--- config.mk ---
export PLATFORM = sky130hd
export DESIGN_NAME = ip_id_embedder
export DESIGN_NICKNAME = d
export VERILOG_FILES = /design/src/rtl/ip_id_embedder.sv
export SDC_FILE = /design/constraint.sdc
export NUM_CORES = 1
export LEC_CHECK = 0
export ABC_AREA = 1
export BUFFER_PORTS_ARGS = -buffer_cell sky130_fd_sc_hd__buf_4
export CAP_MARGIN = 20
export CELL_PAD_IN_SITES_DETAIL_PLACEMENT = 0
export CELL_PAD_IN_SITES_GLOBAL_PLACEMENT = 1
export CORE_MARGIN = 2
export CORE_UTILIZATION = 37
export CTS_BUF_LIST = sky130_fd_sc_hd__clkbuf_2
export DETAILED_ROUTE_END_ITERATION = 8
export PLACE_DENSITY = 0.8
export SLEW_MARGIN = 20
export SYNTH_ARGS = -nofsm -noshare
export SYNTH_HDL_FRONTEND = slang
export SYNTH_SLANG_ARGS = --single-unit
--- constraint.sdc ---
create_clock -name sys_clk -period 6 [get_ports sys_clk]
set_input_delay 1.2 -clock sys_clk [delete_from_list [all_inputs] [get_ports sys_clk]]
set_output_delay 1.2 -clock sys_clk [all_outputs]
set_load 0.01 [all_outputs]
--- src/rtl/ip_id_embedder.sv ---
// In-line IPv4 Identification rewriter: swaps the ID for the next covert word and patches the
// header checksum incrementally, with one cycle of latency on the packet stream.
module ip_id_embedder #(
   parameter int unsigned CNT_W         = 32,
   parameter int unsigned MAX_VLAN_TAGS = 2
) (
   input  logic             sys_clk,
   input  logic             reset,
   input  logic             in_valid_i,
   input  logic             in_sop_i,
   input  logic             in_eop_i,
   input  logic [31:0]      in_data_i,
   input  logic             enable_i,
   input  logic [15:0]      msg_data_i,
   input  logic             msg_valid_i,
   output logic             msg_pop_o,
   output logic             out_valid_o,
   output logic             out_sop_o,
   output logic             out_eop_o,
   output logic [31:0]      out_data_o,
   output logic [CNT_W-1:0] embed_count_o,
   output logic             short_err_o
);

   typedef enum logic [2:0] {StIdle, StEth, StIpHdr0, StIpId, StIpCsum, StPass} state_e;

   localparam logic [2:0] TMax = 3'(3 + MAX_VLAN_TAGS);

   state_e           state_q, state_d;
   logic [2:0]       k_q, k_d, t_q, t_d, k_inc;
   logic             en_pkt_q, en_pkt_d, rewrite_q, rewrite_d;
   logic [15:0]      m_q, m_d, mn_q, mn_d;
   logic [CNT_W-1:0] cnt_q, cnt_d;
   logic             short_q, short_d;
   logic             pop;
   logic [31:0]      odata;
   logic             out_valid_q, out_sop_q, out_eop_q;
   logic [31:0]      out_data_q;

   // RFC 1624 eqn 3: HC' = ~(~HC + ~m + m') with end-around carry
   logic [16:0] s1, s2;
   logic [15:0] s1f, s2f, hc_new;
   always_comb begin
      s1     = {1'b0, ~in_data_i[15:0]} + {1'b0, ~m_q};
      s1f    = s1[15:0] + {15'd0, s1[16]};
      s2     = {1'b0, s1f} + {1'b0, mn_q};
      s2f    = s2[15:0] + {15'd0, s2[16]};
      hc_new = ~s2f;
   end

   assign k_inc = k_q + 3'd1;

   always_comb begin
      state_d   = state_q;
      k_d       = k_q;
      t_d       = t_q;
      en_pkt_d  = en_pkt_q;
      rewrite_d = rewrite_q;
      m_d       = m_q;
      mn_d      = mn_q;
      cnt_d     = cnt_q;
      short_d   = short_q;
      pop       = 1'b0;
      odata     = in_data_i;
      if (in_valid_i) begin
         if (in_sop_i) begin
            if (state_q == StIpCsum) short_d = 1'b1;
            state_d   = StEth;
            k_d       = 3'd0;
            t_d       = 3'd3;
            en_pkt_d  = enable_i;
            rewrite_d = 1'b0;
         end else begin
            case (state_q)
               StEth: begin
                  k_d = k_inc;
                  if (k_inc == t_q) begin
                     // A tag may only push the target forward, never back onto itself
                     if (in_data_i[15:0] == 16'h0800) state_d = StIpHdr0;
                     else if (in_data_i[15:0] == 16'h8100 && k_inc < 3'd4 && 3'd4 <= TMax)
                        t_d = 3'd4;
                     else if (in_data_i[15:0] == 16'h9100 && k_inc < 3'd5 && 3'd5 <= TMax)
                        t_d = 3'd5;
                     else state_d = StPass;
                  end
               end
               StIpHdr0: state_d = (in_data_i[31:28] == 4'h4) ? StIpId : StPass;
               StIpId: begin
                  if (en_pkt_q && msg_valid_i) begin
                     odata[31:16] = msg_data_i;
                     m_d          = in_data_i[31:16];
                     mn_d         = msg_data_i;
                     pop          = 1'b1;
                     rewrite_d    = 1'b1;
                     state_d      = StIpCsum;
                     if (in_eop_i) short_d = 1'b1;
                  end else begin
                     state_d = StPass;
                  end
               end
               StIpCsum: begin
                  if (rewrite_q) begin
                     odata[15:0] = hc_new;
                     cnt_d       = cnt_q + CNT_W'(1);
                  end
                  rewrite_d = 1'b0;
                  state_d   = StPass;
                  if (in_eop_i) short_d = 1'b1;
               end
               default: ;
            endcase
         end
         if (in_eop_i) begin
            state_d   = StIdle;
            rewrite_d = 1'b0;
         end
      end
   end

   always_ff @(posedge sys_clk) begin
      if (reset) begin
         state_q     <= StIdle;
         k_q         <= 3'd0;
         t_q         <= 3'd3;
         en_pkt_q    <= 1'b0;
         rewrite_q   <= 1'b0;
         m_q         <= 16'd0;
         mn_q        <= 16'd0;
         cnt_q       <= '0;
         short_q     <= 1'b0;
         out_valid_q <= 1'b0;
         out_sop_q   <= 1'b0;
         out_eop_q   <= 1'b0;
         out_data_q  <= 32'd0;
      end else begin
         state_q     <= state_d;
         k_q         <= k_d;
         t_q         <= t_d;
         en_pkt_q    <= en_pkt_d;
         rewrite_q   <= rewrite_d;
         m_q         <= m_d;
         mn_q        <= mn_d;
         cnt_q       <= cnt_d;
         short_q     <= short_d;
         out_valid_q <= in_valid_i;
         out_sop_q   <= in_sop_i;
         out_eop_q   <= in_eop_i;
         out_data_q  <= odata;
      end
   end

   // No pop while reset is held: the word would not be rewritten
   assign msg_pop_o     = pop & ~reset;
   assign out_valid_o   = out_valid_q;
   assign out_sop_o     = out_sop_q;
   assign out_eop_o     = out_eop_q;
   assign out_data_o    = out_data_q;
   assign embed_count_o = cnt_q;
   assign short_err_o   = short_q;

endmodule

==> flow_summary.ini, run 1 <==
[clocking]
cts_max_level = 3
cts_buffers = 9
clock_sink_count = 111
cts_max_path_buffers = 2
clock_latency_ps = 650
root_buffer = clkbuf_2
path_clk_slew_ps = 350
tritoncts = yes

[worst_setup_path]
crit_buf_inv = 6
slowest_delay_ps = 340
reg2reg_depth = 45
worstPathRequired_ps = 6570
cp-end-kind = flip-flop
start_kind = primary input
reg2reg_slack_ps = 550
crit_top_cell = nand2_1
reg2reg_from = m_q[0]$_SDFFE_PP0P_
critPathTopFamily = simple AND/OR/NAND/NOR gates
critPathMaxFanout = 3
critical_path_class = in -> reg
rr_endpoint = out_data_o[13]$_SDFF_PP0_
cp_slowest_cell = fa_2
crit_arrival_ps = 6250

[final_layout]
syn2layout_area_growth_pct = 30.9
fin_area_um2 = 9890
drive_gt1_share_pct = 24.1
utilization_pct = 49.1
nets = 1494

[drt]
dr.pass1.iters = 5
routed-via-count = 8069
drtIter0Drc = 421
totalWireLength_um = 25000
final_antenna_net_count = 0
drc = 0
via_per_inst = 4.83
wl_per_cell_um = 15.0

[sta]
fmax_ghz = 0.176
drv_slew = 0
fin_setup_tns_ps = 0
hold_slack_ps = 476
min_period_ps = 5680
finalCritPeriodShare_pct = 94.7
finalSetupViolCount = 0
finalClockSkew_ps = 60.2
slew_headroom_pct = 34.2
tightest_slew_ps = 979
hold_viol = 0

[global_route]
grtUsageTotal_pct = 23.0
grt_pass1_vias = 7520
grt_pass1_wl_um = 39300
antenna_found_initial = 1
gr-total-overflow = 0
grt_max_degree = 69

[synth]
ys_types = 44
synth-main-ff-cell = dfxtp_1
yosys_warnings = 0
syn_nets = 1278
synth_top_area_share_pct = 29.4
syn_area_per_cell_um2 = 6.41
synth-edff-count = 0
seq_area_frac_synth_pct = 29.4
synth-seq-cells = 111
syn_area_um2 = 7560
ys_top_cells_by_area = dfxtp_1 29%, nand2_1 16%, inv_1 8.7%
yosysTopAreaCell = dfxtp_1
synth_cells = 1179
async_flop_share_pct = 0

[worst_hold_path]
hold_end = m_q[7]$_SDFFE_PP0P_
hold_depth = 2
hold_start = m_q[7]$_SDFFE_PP0P_
worstHoldPathType = reg -> reg

[pwr]
irDropWorstVdd_mv = 0.105
p_per_area_nw_per_um2 = 154
leakage_nw = 4.72
p_total_w = 0.00152

[outcome]
status = finished clean

[placement]
place_area_um2 = 9540
dp_hpwl_um = 20100
place.gp.congestion = 0.880
io_buffer_count = 123

[floorplanning]
fp-row-count = 52
coreArea_um2 = 20200
ios = 124
die_x_um = 147
dieHeight_um = 147
die_area_um2 = 21600
start_util_pct = 37.5

[job]
drv_cap = 0
## worst reg2reg max path: cells and delay by family, from the launching register on
kind | cells | cell delay (ps)
buffers and inverters | 5 | 430
adders and majority gates | 5 | 1180
DFF | 1 | 380
and+or+nand+nor | 29 | 2750
AOI/OAI and AO/OA | 6 | 650
## worst max path at each step
| stage | start | to | slack [ps] | depth (start not counted) |
|---|---|---|---|---|
| 4_1_cts | in_data_i[0] | out_data_o[12]$_SDFF_PP0_ | 40 | 46 |
| 3_5_place_dp | in_data_i[0] | out_data_o[12]$_SDFF_PP0_ | -800 | 46 |
| 2_1_floorplan | in_data_i[0] | out_data_o[12]$_SDFF_PP0_ | -10 | 44 |
| 3_3_place_gp | in_data_i[0] | out_data_o[12]$_SDFF_PP0_ | -620 | 45 |
| 6_report | in_data_i[0] | out_data_o[13]$_SDFF_PP0_ | 320 | 46 |
| 5_1_grt | in_data_i[0] | out_data_o[14]$_SDFF_PP0_ | -40 | 47 |
## registers in the layout, indices dropped and copies added (netlist names)
name	flops
rewrite_q	1
short_err_o	1
mn_q	16
out_eop_o	1
k_q	3
state_q	3
out_valid_o	1
t_q	3
en_pkt_q	1
out_data_o	32
m_q	16
out_sop_o	1
embed_count_o	32
## placed cells by master, fill, tap and decap left out, types with 9 or more instances in the layout
master | netlist | layout
nor2_4 | 5 | 11
nor3_1 | 25 | 25
dfxtp_1 | 111 | 111
buf_4 | 0 | 231
nor2_1 | 89 | 84
ha_1 | 42 | 32
nand3_2 | 7 | 13
inv_1 | 176 | 171
ha_4 | 0 | 9
a21oi_1 | 116 | 114
clkbuf_2 | 0 | 10
xnor2_1 | 9 | 9
o21ai_0 | 55 | 55
nand2_2 | 10 | 16
nand3_1 | 80 | 74
nor2_2 | 11 | 10
inv_2 | 5 | 9
nand2_1 | 320 | 312
xor2_1 | 17 | 16
nand4_1 | 26 | 26
## power by group
group	leakage [nW]	switching [W]	total, W	internal [W]
Sequential	0.905	0.00000819	0.000766	0.000758
Clock	0.0663	0.000281	0.000346	0.0000649
Combinational	3.75	0.000238	0.000412	0.000174
Total	4.72	0.000527	0.00152	0.000998
## per-stage QoR
step	instances	worst slack, ps
after floorplan	1179	-10.4
after global routing	1671	-41.1
final	1671	320
after CTS	1661	40.1
after global placement	1645	-618
after detailed placement	1645	-800
## synth_stat cells (11+ instances only)
library cell  count
nand2_1         320
inv_1           176
a21oi_1         116
dfxtp_1         111
nor2_1           89
nand3_1          80
o21ai_0          55
ha_1             42
nand4_1          26
nor3_1           25
xor2_1           17
clkbuf_1         15
nor2_2           11
## repair_timing
| item | in CTS | in global routing |
|---|---|---|
| hold buffers | 0 | 0 |
| endpoints found under the setup margin | 3 | 12 |
| resized for setup | 1 | 32 |
| pin swaps | 0 | 25 |
| buffers inserted | 0 | 9 |
| hold endpoints to repair | 0 | 0 |
## final cells by class
| cell class | instances | area [µm²] |
|---|---|---|
| sequential | 111 | 2220 |
| timing repair buffer | 232 | 1750 |
| clock buffer | 10 | 50.0 |
| tap | 270 | 338 |
| antenna | 1 | 2.50 |
| inverter | 182 | 698 |
| multi-input combinational | 859 | 4790 |
| clock inverter | 6 | 52.6 |
| fill | 2121 | 10300 |
## layer usage
layer	global-route usage, %	part of all wire [%]	routed length, µm
met5	0	0	0
met4	7.02	2.4	597
met3	3.82	4.8	1210
met2	37.3	46	11500
met1	31.4	47	11700
## kinds of logic (layout without fill, tap and decap cells)
kind of cell             count (synthesis)  count (layout)  share of synthesized area [%]
flip-flops                             111             111                           29.4
adder cells (fa/ha/maj)                 44              44                           7.48
XOR/XNOR                                29              29                           3.81
buffers and inverters                  209             430                           10.7
other                                    0               1                              0
AND/OR/NAND/NOR                        588             588                           34.9
AO/OA/AOI/OAI                          198             198                           13.7
Note: power is estimated with default switching activity, not from simulation.
==> inputs of run 2 (changes only) <==
- BUFFER_PORTS_ARGS: -buffer_cell sky130_fd_sc_hd__buf_4 -> default
- CORE_UTILIZATION: 37 -> 42
- DONT_BUFFER_PORTS: default -> 1
==> run 2 against run 1 <==
Effect of this change:
- first-iteration DRC count fell by 19%
- power fell by 5.8%
- routed wire length fell by 5.8%
- final cell count fell by 11%
- hold slack improved by 5.1 ps
- sequential power rose by 1%
- global-route usage rose by 1.9 points
- sequential share of layout area rose by 3.1 points
- register-to-register slack got worse by 30 ps
- count of clock-buffer cells in the layout did not move
- worst setup slack improved by 100 ps
- critical endpoint is now out_data_o[14]$_SDFF_PP0_
- highest routed layer unchanged
==> flow_summary.ini, run 2 (synthesis results as in run 1) <==
[worst_setup_path]
path_depth = 44
worstPathRequired_ps = 6580
reg2reg_depth = 44
crit_buf_inv = 6
reg2reg_slack_ps = 520
critPathMaxFanout = 3
crit_arrival_ps = 6160
critical_path_class = in -> reg
slowest_delay_ps = 340
crit_start = in_data_i[0]
rr_endpoint = out_data_o[14]$_SDFF_PP0_
start_kind = primary input
cp_slowest_cell = fa_2
cp-end-kind = flip-flop
critPathTopFamily = simple AND/OR/NAND/NOR gates
worstSetupEndpoint = out_data_o[14]$_SDFF_PP0_
reg2reg_from = m_q[0]$_SDFFE_PP0P_

[placement]
io_buffer_count = 0
place_area_um2 = 8440
place.gp.congestion = 0.891
dp_hpwl_um = 18900
dpl_worst_slack_ps = -450

[final_layout]
syn2layout_area_growth_pct = 14.9
register_area_um2 = 2220
fill_cells = 1893
multi_input_area_um2 = 4710
nets = 1349
final_common_cell = nand2_1
drive_gt1_share_pct = 15.2
most-common-layout-cells = 314 x nand2_1, 169 x inv_1, 115 x a21oi_1
fin_area_um2 = 8680

[drt]
drc = 0
dr.pass1.iters = 5
totalWireLength_um = 23600
drtIter0Drc = 342
via_per_inst = 5.07
routed-via-count = 7533
final_antenna_net_count = 0
wl_per_cell_um = 15.9

[clocking]
clock_latency_ps = 670
cts_max_level = 3
clock_sink_count = 111
root_buffer = clkbuf_2
cts_buffers = 9
tritoncts = yes
path_clk_slew_ps = 290
cts_max_path_buffers = 2

[global_route]
gr-total-overflow = 0
grt_pass1_vias = 7316
grtUsageTotal_pct = 24.9
antenna_found_initial = 1
grt_max_degree = 69
grt_pass1_wl_um = 38200

[sta]
hold_viol = 0
drv_slew = 0
hold_slack_ps = 481
finalCritPeriodShare_pct = 93.0
fmax_ghz = 0.179
finalSetupViolCount = 0
min_period_ps = 5580
worst_slack_ps = 421
fin_setup_tns_ps = 0
slew_headroom_pct = 44.1
finalClockSkew_ps = 43.0
tightest_slew_ps = 836

[worst_hold_path]
worstHoldPathType = reg -> reg

[floorplanning]
start_util_pct = 42.4
die_area_um2 = 19100
fp-row-count = 49
coreArea_um2 = 17800
ios = 124
die_x_um = 138
dieHeight_um = 138

[outcome]
status = finished clean

[pwr]
irDropWorstVdd_mv = 0.118
p_per_area_nw_per_um2 = 165
leakage_nw = 3.97

[job]
drv_cap = 0
## run 2: cell types whose count changed in the layout (fill, tap and decap cells not counted), moves of 2 or more
cell,delta
nor2_2,+3
inv_1,-2
ha_4,-3
nand2_1,+2
ha_1,+2
nand2_4,-2
buf_4,-144
nor2_4,-2
clkinv_4,+2
## run 2: worst register-to-register path: cells and delay by family, from the launching register on
family | cells | cell delay (ps)
AND/OR/NAND/NOR | 26 | 2550
adder cells (fa/ha/maj) | 7 | 1580
AO/OA/AOI/OAI | 4 | 510
buffers and inverters | 6 | 260
XOR/XNOR | 1 | 100
flip-flops | 1 | 400
## run 2: timing repair
item,4_1_cts,5_1_grt
hold buffers,0,0
hold endpoints to repair,0,0
setup endpoints to repair,0,10
resized for setup,0,25
buffers inserted,0,4
## run 2: worst min-delay path by stage
stage | from | end | slack (ps) | depth (start not counted)
2_1_floorplan | m_q[2]$_SDFFE_PP0P_ | m_q[2]$_SDFFE_PP0P_ | 430 | 2
3_3_place_gp | en_pkt_q$_SDFFE_PP0P_ | en_pkt_q$_SDFFE_PP0P_ | 450 | 2
3_5_place_dp | m_q[3]$_SDFFE_PP0P_ | m_q[3]$_SDFFE_PP0P_ | 450 | 2
4_1_cts | reset | embed_count_o[19]$_SDFFE_PP0P_ | 480 | 1
5_1_grt | reset | embed_count_o[22]$_SDFFE_PP0P_ | 490 | 1
6_report | m_q[13]$_SDFFE_PP0P_ | m_q[13]$_SDFFE_PP0P_ | 480 | 2
## run 2: metal layers
| layer | part of all wire [%] | up-vias | wire (µm) | global-route usage, % |
|---|---|---|---|---|
| met2 | 45 | 176 | 10700 | 40.7 |
| met4 | 3.6 | 0 | 849 | 10.4 |
| met1 | 45 | 3383 | 10700 | 32.0 |
| met3 | 5.9 | 32 | 1390 | 5.37 |
| li1 | - | 3942 | - | - |
| met5 | 0 | - | 0 | 0 |
## run 2: final cells by class
cell class | count | area share [%]
flip-flops and latches | 111 | 25.6
well taps | 229 | 3.30
diodes | 1 | 0.0288
inverters | 182 | 8.07
clock buffers | 10 | 0.576
multi-input cells | 859 | 54.3
clock inverters | 6 | 0.620
repair buffers | 87 | 7.52
## run 2: metrics by stage
stage / util, % / total power, W / instances
CTS: 47.9 / 0.00145 / 1480
detailed placement: 47.3 / 0.00110 / 1464
global route: 48.7 / 0.00152 / 1485
global placement: 47.3 / 0.00110 / 1464
finish: 48.7 / 0.00144 / 1485
floorplan: - / 0.000999 / 1179
## run 2: power breakdown
group | internal (W) | leakage (nW) | switching [W]
combinational | 0.000128 | 3.00 | 0.000193
sequential | 0.000758 | 0.906 | 0.0000163
clock | 0.0000641 | 0.0646 | 0.000277
total | 0.000951 | 3.97 | 0.000486
